--- config.mk ---
export PLATFORM = sky130hd
export DESIGN_NAME = sum_game_ctrl
export DESIGN_NICKNAME = d
export VERILOG_FILES = /design/src/rtl/sum_game_ctrl.sv
export SDC_FILE = /design/constraint.sdc
export NUM_CORES = 1
export LEC_CHECK = 0
export ABC_CLOCK_PERIOD_IN_PS = 6510
export CAP_MARGIN = 15
export CORE_MARGIN = 2
export CORE_UTILIZATION = 34
export CTS_CLUSTER_DIAMETER = 60
export CTS_CLUSTER_SIZE = 10
export DETAILED_ROUTE_END_ITERATION = 16
export PLACE_DENSITY = 0.55
export SLEW_MARGIN = 15
export SYNTH_ARGS = -nofsm -noshare
export SYNTH_HDL_FRONTEND = slang
export SYNTH_SLANG_ARGS = --single-unit
--- constraint.sdc ---
create_clock -name clk -period 6.51 [get_ports clk]
set_clock_uncertainty 0.15 [all_clocks]
set_input_delay 1.302 -clock clk [delete_from_list [all_inputs] [get_ports clk]]
set_output_delay 1.302 -clock clk [all_outputs]
set_load 0.1 [all_outputs]
--- src/rtl/sum_game_ctrl.sv ---
// Two-player "sum to 0xF" front end: captures one nibble per player, presents the
// registered sum to the check block, shows the verdict on LEDs and tracks wins/timeouts.
module sum_game_ctrl #(
  parameter int SHOW_CYCLES    = 25_000_000,
  parameter int TIMEOUT_CYCLES = 250_000_000
) (
  input  logic       clk,
  input  logic       rst_n,
  input  logic [3:0] switches,
  input  logic       enter,
  input  logic [1:0] status,
  output logic [3:0] sum,
  output logic       sum_valid,
  output logic [1:0] player,
  output logic       led_green,
  output logic       led_red,
  output logic [3:0] wins,
  output logic       timeout
);

  localparam int MAX_CYCLES = (SHOW_CYCLES > TIMEOUT_CYCLES) ? SHOW_CYCLES : TIMEOUT_CYCLES;
  localparam int TW         = $clog2(MAX_CYCLES) + 1;

  typedef enum logic [1:0] {P1, P2, EVAL, SHOW} state_t;

  state_t        state_reg, state_next;
  logic [3:0]    nib_a_reg, nib_a_next;
  logic [3:0]    sum_reg, sum_next;
  logic          sum_valid_reg, sum_valid_next;
  logic          led_green_reg, led_green_next;
  logic          led_red_reg, led_red_next;
  logic [3:0]    wins_reg, wins_next;
  logic          timeout_reg, timeout_next;
  logic          enter_q_reg;
  logic [TW-1:0] timer_reg, timer_next;
  logic          rise;

  // enter_q clears in reset, so a button held through reset release reads as one press
  assign rise = enter & ~enter_q_reg;

  always_ff @(posedge clk) begin
    if (!rst_n) begin
      state_reg     <= P1;
      nib_a_reg     <= '0;
      sum_reg       <= '0;
      sum_valid_reg <= 1'b0;
      led_green_reg <= 1'b0;
      led_red_reg   <= 1'b0;
      wins_reg      <= '0;
      timeout_reg   <= 1'b0;
      enter_q_reg   <= 1'b0;
      timer_reg     <= '0;
    end else begin
      state_reg     <= state_next;
      nib_a_reg     <= nib_a_next;
      sum_reg       <= sum_next;
      sum_valid_reg <= sum_valid_next;
      led_green_reg <= led_green_next;
      led_red_reg   <= led_red_next;
      wins_reg      <= wins_next;
      timeout_reg   <= timeout_next;
      enter_q_reg   <= enter;
      timer_reg     <= timer_next;
    end
  end

  always_comb begin
    state_next     = state_reg;
    nib_a_next     = nib_a_reg;
    sum_next       = sum_reg;
    sum_valid_next = sum_valid_reg;
    led_green_next = led_green_reg;
    led_red_next   = led_red_reg;
    wins_next      = wins_reg;
    timeout_next   = 1'b0;
    timer_next     = timer_reg;
    case (state_reg)
      P1: begin
        if (rise) begin
          nib_a_next = switches;
          timer_next = '0;
          state_next = P2;
        end
      end
      P2: begin
        timer_next = timer_reg + TW'(1);
        // a press on the expiry cycle takes priority over the abort
        if (rise) begin
          sum_next       = nib_a_reg + switches;
          sum_valid_next = 1'b1;
          state_next     = EVAL;
        end else if (timer_reg == TW'(TIMEOUT_CYCLES - 1)) begin
          timeout_next = 1'b1;
          nib_a_next   = '0;
          state_next   = P1;
        end
      end
      EVAL: begin
        if (status == 2'b01) begin
          led_green_next = 1'b1;
          led_red_next   = 1'b0;
          if (wins_reg != 4'hf) wins_next = wins_reg + 4'd1;
        end else begin
          led_green_next = 1'b0;
          led_red_next   = 1'b1;
        end
        timer_next = '0;
        state_next = SHOW;
      end
      SHOW: begin
        if (timer_reg == TW'(SHOW_CYCLES - 1)) begin
          led_green_next = 1'b0;
          led_red_next   = 1'b0;
          sum_valid_next = 1'b0;
          timer_next     = '0;
          state_next     = P1;
        end else begin
          timer_next = timer_reg + TW'(1);
        end
      end
      default: state_next = P1;
    endcase
  end

  always_comb begin
    case (state_reg)
      P1:      player = 2'b01;
      P2:      player = 2'b10;
      default: player = 2'b00;
    endcase
  end

  assign sum       = sum_reg;
  assign sum_valid = sum_valid_reg;
  assign led_green = led_green_reg;
  assign led_red   = led_red_reg;
  assign wins      = wins_reg;
  assign timeout   = timeout_reg;

endmodule

==> impl_metrics.tcl, run 1 <==
set metrics [dict create \
    power_leakage_uw 0.000930 \
    drc 0 \
    hp-start "led_red" \
    grt_pass1_vias 2089 \
    via_per_inst 5.35 \
    hp-class "flip-flop to flip-flop" \
    clockPowerShare_pct 35.7 \
    endpoint_kind "primary output" \
    cts.hold.buffers_added 0 \
    cts_max_level 2 \
    synth_edf_count 0 \
    drive_above_1_share_pct 5.16 \
    pwr-share-seq_pct 48.9 \
    io_pins 23 \
    rsz0062_at_grt "no" \
    ys_ff_latch 48 \
    setup_viol 0 \
    synth-compound-area-share_pct 10.9 \
    die_x_microns 90.5 \
    fillers 755 \
    synth_largest_area_cell "dfxtp_1" \
    post-synth-top-count-cell "dfxtp_1" \
    synthAdderAreaFrac_pct 3.74 \
    slew_headroom_pct 34.7 \
    synth_area_leaders "dfxtp_1, nor2_1, xnor2_1" \
    start_kind "flip-flop" \
    power.switching_uw 180 \
    initial_core_util_pct 35.0 \
    p_int_uw 454 \
    io_buffers 22 \
    drtPass1Iterations 4 \
    ys.flop_type "dfxtp_1" \
    finalCriticalPeriod_ns 3.85 \
    die-area_sq_um 8180 \
    cts_tree "yes" \
    synth.avg_cell_area_sq_um 8.67 \
    clockBufferDepth 2 \
    yosys_warnings 0 \
    status "finished, final reports clean" \
    totalWireLength_microns 6000 \
    r2r-start "timer_reg[23]" \
    p_per_area_nw_per_um2 218 \
    clk_pin_slew_ns 0.10 \
    synthSimpleGateAreaFrac_pct 31.8 \
    synthTopCellsByCount "dfxtp_1, nor2_1, nand3_1" \
    finalHoldViolations 0 \
    postCtsSetupBuffers 0 \
    p_comb_share_pct 15.5 \
    clock-sinks 48 \
    syn_area_sq_um 2540 \
    coreArea_sq_um 7250 \
    largest_register_ff_count 29 \
    synth_xor_area_share_pct 10.0 \
    ant_nets 0 \
    drtIter0Drc 112 \
    grt_pass1_wl_microns 10300 \
    maxCapViolCount 0 \
    required_ns 5.06 \
    placed_area_sq_um 2790 \
    finalInstanceArea_sq_um 2910 \
    grt_overflow 0 \
    synth_mux_area_share_pct 0.788 \
    rows 31 \
    cts_resized 0 \
    irDropWorstVdd_mv 0.0796 \
    slew_viol_final 0 \
    setup-tns-final_ns 0 \
    worst_slew_pin_slew_ns 0.977 \
    min_period_over_period_pct 59.1 \
    dp_hpwl_microns 4320 \
    cts_buffers 5 \
    fin_util_pct 40.2 \
    switching_share_pct 28.4 \
    track_usage_pct 15.1 \
    antenna_cells 0 \
    ys_seq_area_share_pct 37.8 \
    vias 2187 \
    syn_inst 293 \
    fp.dieH_microns 90.5 \
    synth_top_family_by_area "simple AND/OR/NAND/NOR gates" \
    synth_top_area_share_pct 37.8 \
    root_buffer "clkbuf_8" \
    ys_async_sr_fraction_pct 0 \
    ys_types 49 \
    wl_per_cell_microns 14.7 \
    nets 325 \
    synth.net_count 309 \
    insertion_delay_ns 0.30 \
    place_congestion 0.852 \
    cp.arrival_ns 2.40 \
    worstSetupPathType "flip-flop to primary output" \
    area_delta_synth_final_pct 14.7 \
    max_freq_mhz 260 \
    fin_total_pwr_uw 634 \
    antenna_found_initial 0 \
    grt_max_degree 26 \
    worst-path-max-fanout 13 \
]
[through the flow]
stage,worst slack (ns),cells,hold WS [ns]
finish,2.66,409,0.323
global route,2.56,409,0.353
CTS,2.65,409,0.328
detailed placement,2.78,401,0.312
global placement,2.86,401,0.303
floorplan,3.75,293,0.308
[cell families after synthesis]
kind of cell             count (synthesis)
AND/OR/NAND/NOR                        147
buffers and inverters                   22
flip-flops                              48
adder cells (fa/ha/maj)                  7
XOR/XNOR                                29
multiplexers                             2
AO/OA/AOI/OAI                           38
[worst max-delay path, cell delays in order (launching register included)]
cell and delay, ns:
dfxtp_1 0.45, or2_1 0.33, clkinv_1 0.15, clkdlybuf4s50_1 1.16
[path summary, 6_finish.rpt]
check,end,slack [ns],depth (start not counted)
setup / recovery,player[0],2.66,3
hold / removal,led_red,0.32,2
setup reg to reg,timer_reg[12],4.04,5
hold reg to reg,led_red,0.32,2
[layout make-up]
class / instances / area (sq um) / area share, %
Inverter: 9 / 33.8 / 1.16
Tap cell: 99 / 124 / 4.25
Multi-Input combinational cell: 223 / 1450 / 49.9
Clock buffer: 6 / 82.6 / 2.83
Sequential cell: 48 / 961 / 33.0
Timing Repair Buffer: 22 / 220 / 7.56
Clock inverter: 2 / 38.8 / 1.33
[power by group through the flow]
stage                     Combinational [uW]  Clock [uW]  Sequential (uW)
after floorplan                         55.9           0              334
after global placement                  98.3           0              317
after detailed placement                98.2           0              317
after CTS                               98.5         233              310
after global routing                     105         246              311
final                                   98.1         226              310
[per-layer routing]
metal	vias up	part of all wire, %	global-route usage, %
li1	1086	-	-
met1	1037	48	20.7
met2	56	46	24.9
met3	8	4.1	2.09
met4	0	1.7	4.49
met5	-	0	0
[placed cells by master (no fill, tap or decap), types with 2 or more instances in the layout]
cell type,count
and2_1,3
xor2_1,12
or2_2,2
nor3_1,9
ha_1,6
clkinv_1,3
dfxtp_1,48
a211oi_1,3
clkdlybuf4s50_1,22
nor4b_1,2
xnor2_1,17
nand4bb_1,2
nand4_1,15
clkbuf_8,6
nor2_1,43
nor4_1,9
o21ai_0,7
a31oi_1,2
inv_1,6
nand2b_1,3
nand2_1,15
nand4b_1,7
o2111ai_1,3
or4_1,2
nor2b_1,2
nand3_1,19
mux2i_1,2
a21oi_1,13
and4_1,5
and3_1,4
Note: power is estimated with default switching activity, not from simulation.
==> inputs of run 2 (changes only) <==
Settings changed: ABC_CLOCK_PERIOD_IN_PS 6510 to 3900.
Clock period 6.51 ns to 3.9 ns, I/O delays scaled along.
==> impl_metrics.tcl, run 2 (synthesized netlist as in run 1, its figures left out) <==
set metrics [dict create \
    status "finished, final reports clean" \
    place_inst 402 \
    holdPathEnd "led_red" \
    drive_above_1_share_pct 6.11 \
    min_period_over_period_pct 71.6 \
    worstRegToRegCells 5 \
    maxCapViolCount 0 \
    drtPass1Iterations 4 \
    top_layer "met4" \
    die-area_sq_um 8180 \
    m1WireLength_microns 2960 \
    largest_register_ff_count 29 \
    antenna_cells 0 \
    irDropWorstVdd_mv 0.142 \
    ant_nets 0 \
    cpPeakStageDelay_ns 1.16 \
    vias 2117 \
    drc 0 \
    p_int_uw 692 \
    grt_max_degree 26 \
    postCtsSetupBuffers 0 \
    clockPowerShare_pct 32.2 \
    wl_met3_microns 265 \
    layout_commonest_cell "dfxtp_1" \
    nets 326 \
    track_usage_pct 15.4 \
    crit_family "buffers and inverters" \
    drtIter0Drc 126 \
    die_x_microns 90.5 \
    finalHoldViolations 0 \
    cts_resized 0 \
    hp-class "flip-flop to flip-flop" \
    io_buffers 22 \
    rows 31 \
    slew_headroom_pct 34.7 \
    grt_pass1_wl_microns 10400 \
    switching_share_pct 30.9 \
    worstSetupPathType "flip-flop to primary output" \
    via_per_inst 5.16 \
    worst-path-max-fanout 4 \
    fillers 769 \
    power.switching_uw 310 \
    path_cells "clkdlybuf4s50_1" \
    slew_viol_final 0 \
    dp_hpwl_microns 4260 \
    worst_slew_pin_slew_ns 0.976 \
    insertion_delay_ns 0.31 \
    fp.dieH_microns 90.5 \
    setup_viol 0 \
    cp_num_buf_inv 1 \
    r2r_slack_ns 1.48 \
    slowest_stage "clkdlybuf4s50_1" \
    required_ns 2.97 \
    clock-sinks 48 \
    root_buffer "clkbuf_8" \
    start_kind "flip-flop" \
    io_pins 23 \
    area_delta_synth_final_pct 13.8 \
    pwr-share-seq_pct 51.6 \
    clk_pin_slew_ns 0.10 \
    endpoint_kind "primary output" \
    antenna_found_initial 0 \
    cts_max_level 2 \
    fin_cells 410 \
    startpoint "wins[2]" \
    max_freq_mhz 358 \
    hp-start "led_red" \
    p_per_area_nw_per_um2 346 \
    cts.hold.buffers_added 0 \
    cts_tree "yes" \
    cp.arrival_ns 1.86 \
    grt_overflow 0 \
    setup-tns-final_ns 0 \
    coreArea_sq_um 7250 \
    wl_per_cell_microns 14.4 \
    power_leakage_uw 0.000919 \
    final_cell_mix "dfxtp_1, nor2_1, clkdlybuf4s50_1, nand3_1, xnor2_1" \
    rsz0062_at_grt "no" \
    totalWireLength_microns 5890 \
    p_comb_share_pct 16.3 \
    wl_met2_microns 2590 \
    initial_core_util_pct 35.0 \
    reg2reg_to "timer_reg[12]" \
    place_congestion 0.831 \
    finalCriticalPeriod_ns 2.79 \
    grt_pass1_vias 2038 \
    cts_buffers 5 \
    clockBufferDepth 2 \
    timing.hold.worst_path_depth 2 \
    r2r-start "timer_reg[23]" \
]
## run 2: cell count changes in the layout (fill, tap and decap cells not counted)
cell	before	now
clkinv_4	1	0
bufinv_16	1	0
buf_4	0	3
clkinvlp_4	0	2
clkdlybuf4s50_1	22	20
## run 2: worst max path at each step
stage / endpoint / cells past startpoint
finish: wins[2] / 1
global route: wins[2] / 1
CTS: wins[0] / 1
detailed placement: timeout / 3
global placement: timeout / 3
floorplan: timer_reg[25] / 6
## run 2: worst register-to-register path, stage by stage, from the launching register on
cell and delay [ns]:
dfxtp_1 0.40, or4b_4 0.58, nor3_4 0.29, a31oi_2 0.16
o21ai_4 0.58, nor2_1 0.12
## run 2: cell type report
type / count / area, sq um / area share, %
multi-input cells: 223 / 1450 / 50.3
well taps: 99 / 124 / 4.28
clock inverters: 2 / 15.0 / 0.519
repair buffers: 23 / 223 / 7.70
clock buffers: 6 / 82.6 / 2.85
inverters: 9 / 33.8 / 1.17
flip-flops and latches: 48 / 961 / 33.2
## run 2: stage by stage
step                setup WS, ns  power, uW  instance area [sq um]  hold slack, ns  util, %
CTS                         1.09       1010                   2890           0.317     39.9
floorplan                   1.51        650                   2540           0.308        -
global placement           0.939        693                   2800           0.302     38.5
detailed placement         0.988        693                   2800           0.300     38.5
finish                      1.11       1000                   2890           0.313     39.9
global route                1.05       1050                   2890           0.354     39.9
## run 2: per-layer routing
metal,up-vias,track usage (%)
met2,43,23.6
met1,979,21.9
met5,-,0
met3,5,3.09
li1,1090,-
met4,0,4.23
## run 2: power groups by stage
stage	Clock, uW	Sequential (uW)	Combinational [uW]
floorplan	0	557	93.4
global placement	0	528	165
CTS	333	517	165
detailed placement	0	528	164
global route	354	520	178
finish	322	516	163
==> inputs of run 3 (changes only) <==
Settings changed: ABC_CLOCK_PERIOD_IN_PS 3900 to 2700.
Clock period 3.9 ns to 2.7 ns, I/O delays scaled along.
==> impl_metrics.tcl, run 3 (synthesized netlist as in run 1, its figures left out) <==
set metrics [dict create \
    worstRegToRegCells 6 \
    hp-class "flip-flop to flip-flop" \
    vias 2179 \
    power.switching_uw 450 \
    endpoint_kind "flip-flop" \
    irDropWorstVdd_mv 0.202 \
    antenna_found_initial 0 \
    timing.hold.worst_path_depth 2 \
    die-area_sq_um 8180 \
    seq_area_sq_um 961 \
    status "finished, final reports clean" \
    antenna_cells 0 \
    finalCriticalPeriod_ns 2.26 \
    totalWireLength_microns 6130 \
    finalInstanceArea_sq_um 2950 \
    cts_tree "yes" \
    ant_nets 0 \
    start_kind "flip-flop" \
    drtPass1Iterations 4 \
    area_delta_synth_final_pct 16.1 \
    via_per_inst 5.23 \
    cts_resized 0 \
    setup_viol 0 \
    largest_register_ff_count 29 \
    cts_max_level 2 \
    rows 31 \
    grt_max_degree 26 \
    slew_viol_final 0 \
    holdPathEnd "led_red" \
    nets 333 \
    p_per_area_nw_per_um2 527 \
    grt_pass1_wl_microns 10400 \
    fp.dieH_microns 90.5 \
    drtIter0Drc 148 \
    io_pins 23 \
    hp-start "led_red" \
    final_cell_mix "dfxtp_1, nor2_1, buf_4, nand3_1, xnor2_1" \
    coreArea_sq_um 7250 \
    track_usage_pct 15.6 \
    switching_share_pct 29.0 \
    die_x_microns 90.5 \
    setup-tns-final_ns 0 \
    required_ns 2.74 \
    worst_slew_pin_slew_ns 0.469 \
    min_period_over_period_pct 83.7 \
    worstSetupPathType "flip-flop to flip-flop" \
    postCtsSetupBuffers 0 \
    grt_overflow 0 \
    maxCapViolCount 0 \
    multi_input_area_sq_um 1450 \
    clockPowerShare_pct 36.0 \
    drc 0 \
    p_comb_share_pct 16.3 \
    finalHoldViolations 0 \
    wl_per_cell_microns 14.7 \
    fillers 750 \
    clk_pin_slew_ns 0.10 \
    worst-path-max-fanout 25 \
    clock-sinks 48 \
    insertion_delay_ns 0.30 \
    p_int_uw 1110 \
    cp.arrival_ns 2.30 \
    initial_core_util_pct 35.0 \
    grt_pass1_vias 2104 \
    dp_hpwl_microns 4480 \
    pwr-share-seq_pct 47.8 \
    r2r-start "timer_reg[15]" \
    max_freq_mhz 442 \
    place_congestion 0.848 \
    clockBufferDepth 2 \
    slew_headroom_pct 68.6 \
    r2r_slack_ns 0.44 \
    power_leakage_uw 0.00100 \
    root_buffer "clkbuf_8" \
    rsz0062_at_grt "no" \
    cts.hold.buffers_added 0 \
    reg2reg_to "timer_reg[8]" \
    drive_above_1_share_pct 11.9 \
    placed_area_sq_um 2830 \
    layout_commonest_cell "dfxtp_1" \
    cts_buffers 5 \
    io_buffers 22 \
]
run 3: cell count changes in the layout (fill, tap and decap cells not counted):
cell and delta:
buf_4 +18, clkinvlp_4 -2, bufinv_16 +1, clkdlybuf4s50_1 -12, clkinv_4 +1, buf_12 +1
run 3: critical path, stage by stage, from the launching register on:
cell,delay [ns]
dfxtp_1,0.42
or4b_4,0.57
nor3_4,0.30
a31oi_2,0.17
o21ai_4,0.16
buf_4,0.28
nor2_1,0.09
run 3: area by class of cell:
type | count | share of cell area, %
clock inverter | 2 | 1.31
sequential | 48 | 32.6
multi-input combinational | 223 | 49.3
tap | 99 | 4.20
inverter | 9 | 1.14
timing repair buffer | 30 | 8.73
clock buffer | 6 | 2.80
run 3: how the worst max path moves through the flow:
| stage | endpoint | slack [ns] | cells after the start | start |
|---|---|---|---|---|
| 2_1_floorplan | timer_reg[25] | 0.31 | 6 | flip-flop |
| 6_report | timer_reg[8] | 0.44 | 6 | timer_reg[15] |
| 5_1_grt | timer_reg[6] | 0.32 | 6 | timer_reg[15] |
| 3_3_place_gp | nib_a_reg[1] | 0.20 | 7 | enter |
| 4_1_cts | timer_reg[26] | 0.42 | 6 | timer_reg[15] |
| 3_5_place_dp | nib_a_reg[1] | 0.17 | 7 | enter |
run 3: layer usage:
metal	wire length [microns]	global-route usage [%]
met5	0	0
met1	2970	21.3
met3	322	3.26
met4	103	5.51
met2	2730	24.6
run 3: power groups by stage:
stage          Clock, uW  Sequential [uW]  Combinational (uW)
2_1_floorplan          0              805                 135
3_3_place_gp           0              759                 253
3_5_place_dp           0              760                 254
4_1_cts              580              743                 255
5_1_grt              614              747                 272
6_report             559              743                 253
run 3: per-stage QoR:
stage          worst slack [ns]  utilization (%)  power (uW)  hold WS [ns]  instances
4_1_cts                   0.423             40.7        1580         0.323        417
3_5_place_dp              0.170             39.0        1010         0.308        409
3_3_place_gp              0.203             39.0        1010         0.302        409
5_1_grt                   0.317             40.7        1630         0.356        417
6_report                  0.439             40.7        1560         0.319        417
2_1_floorplan             0.308                -         939         0.308        293
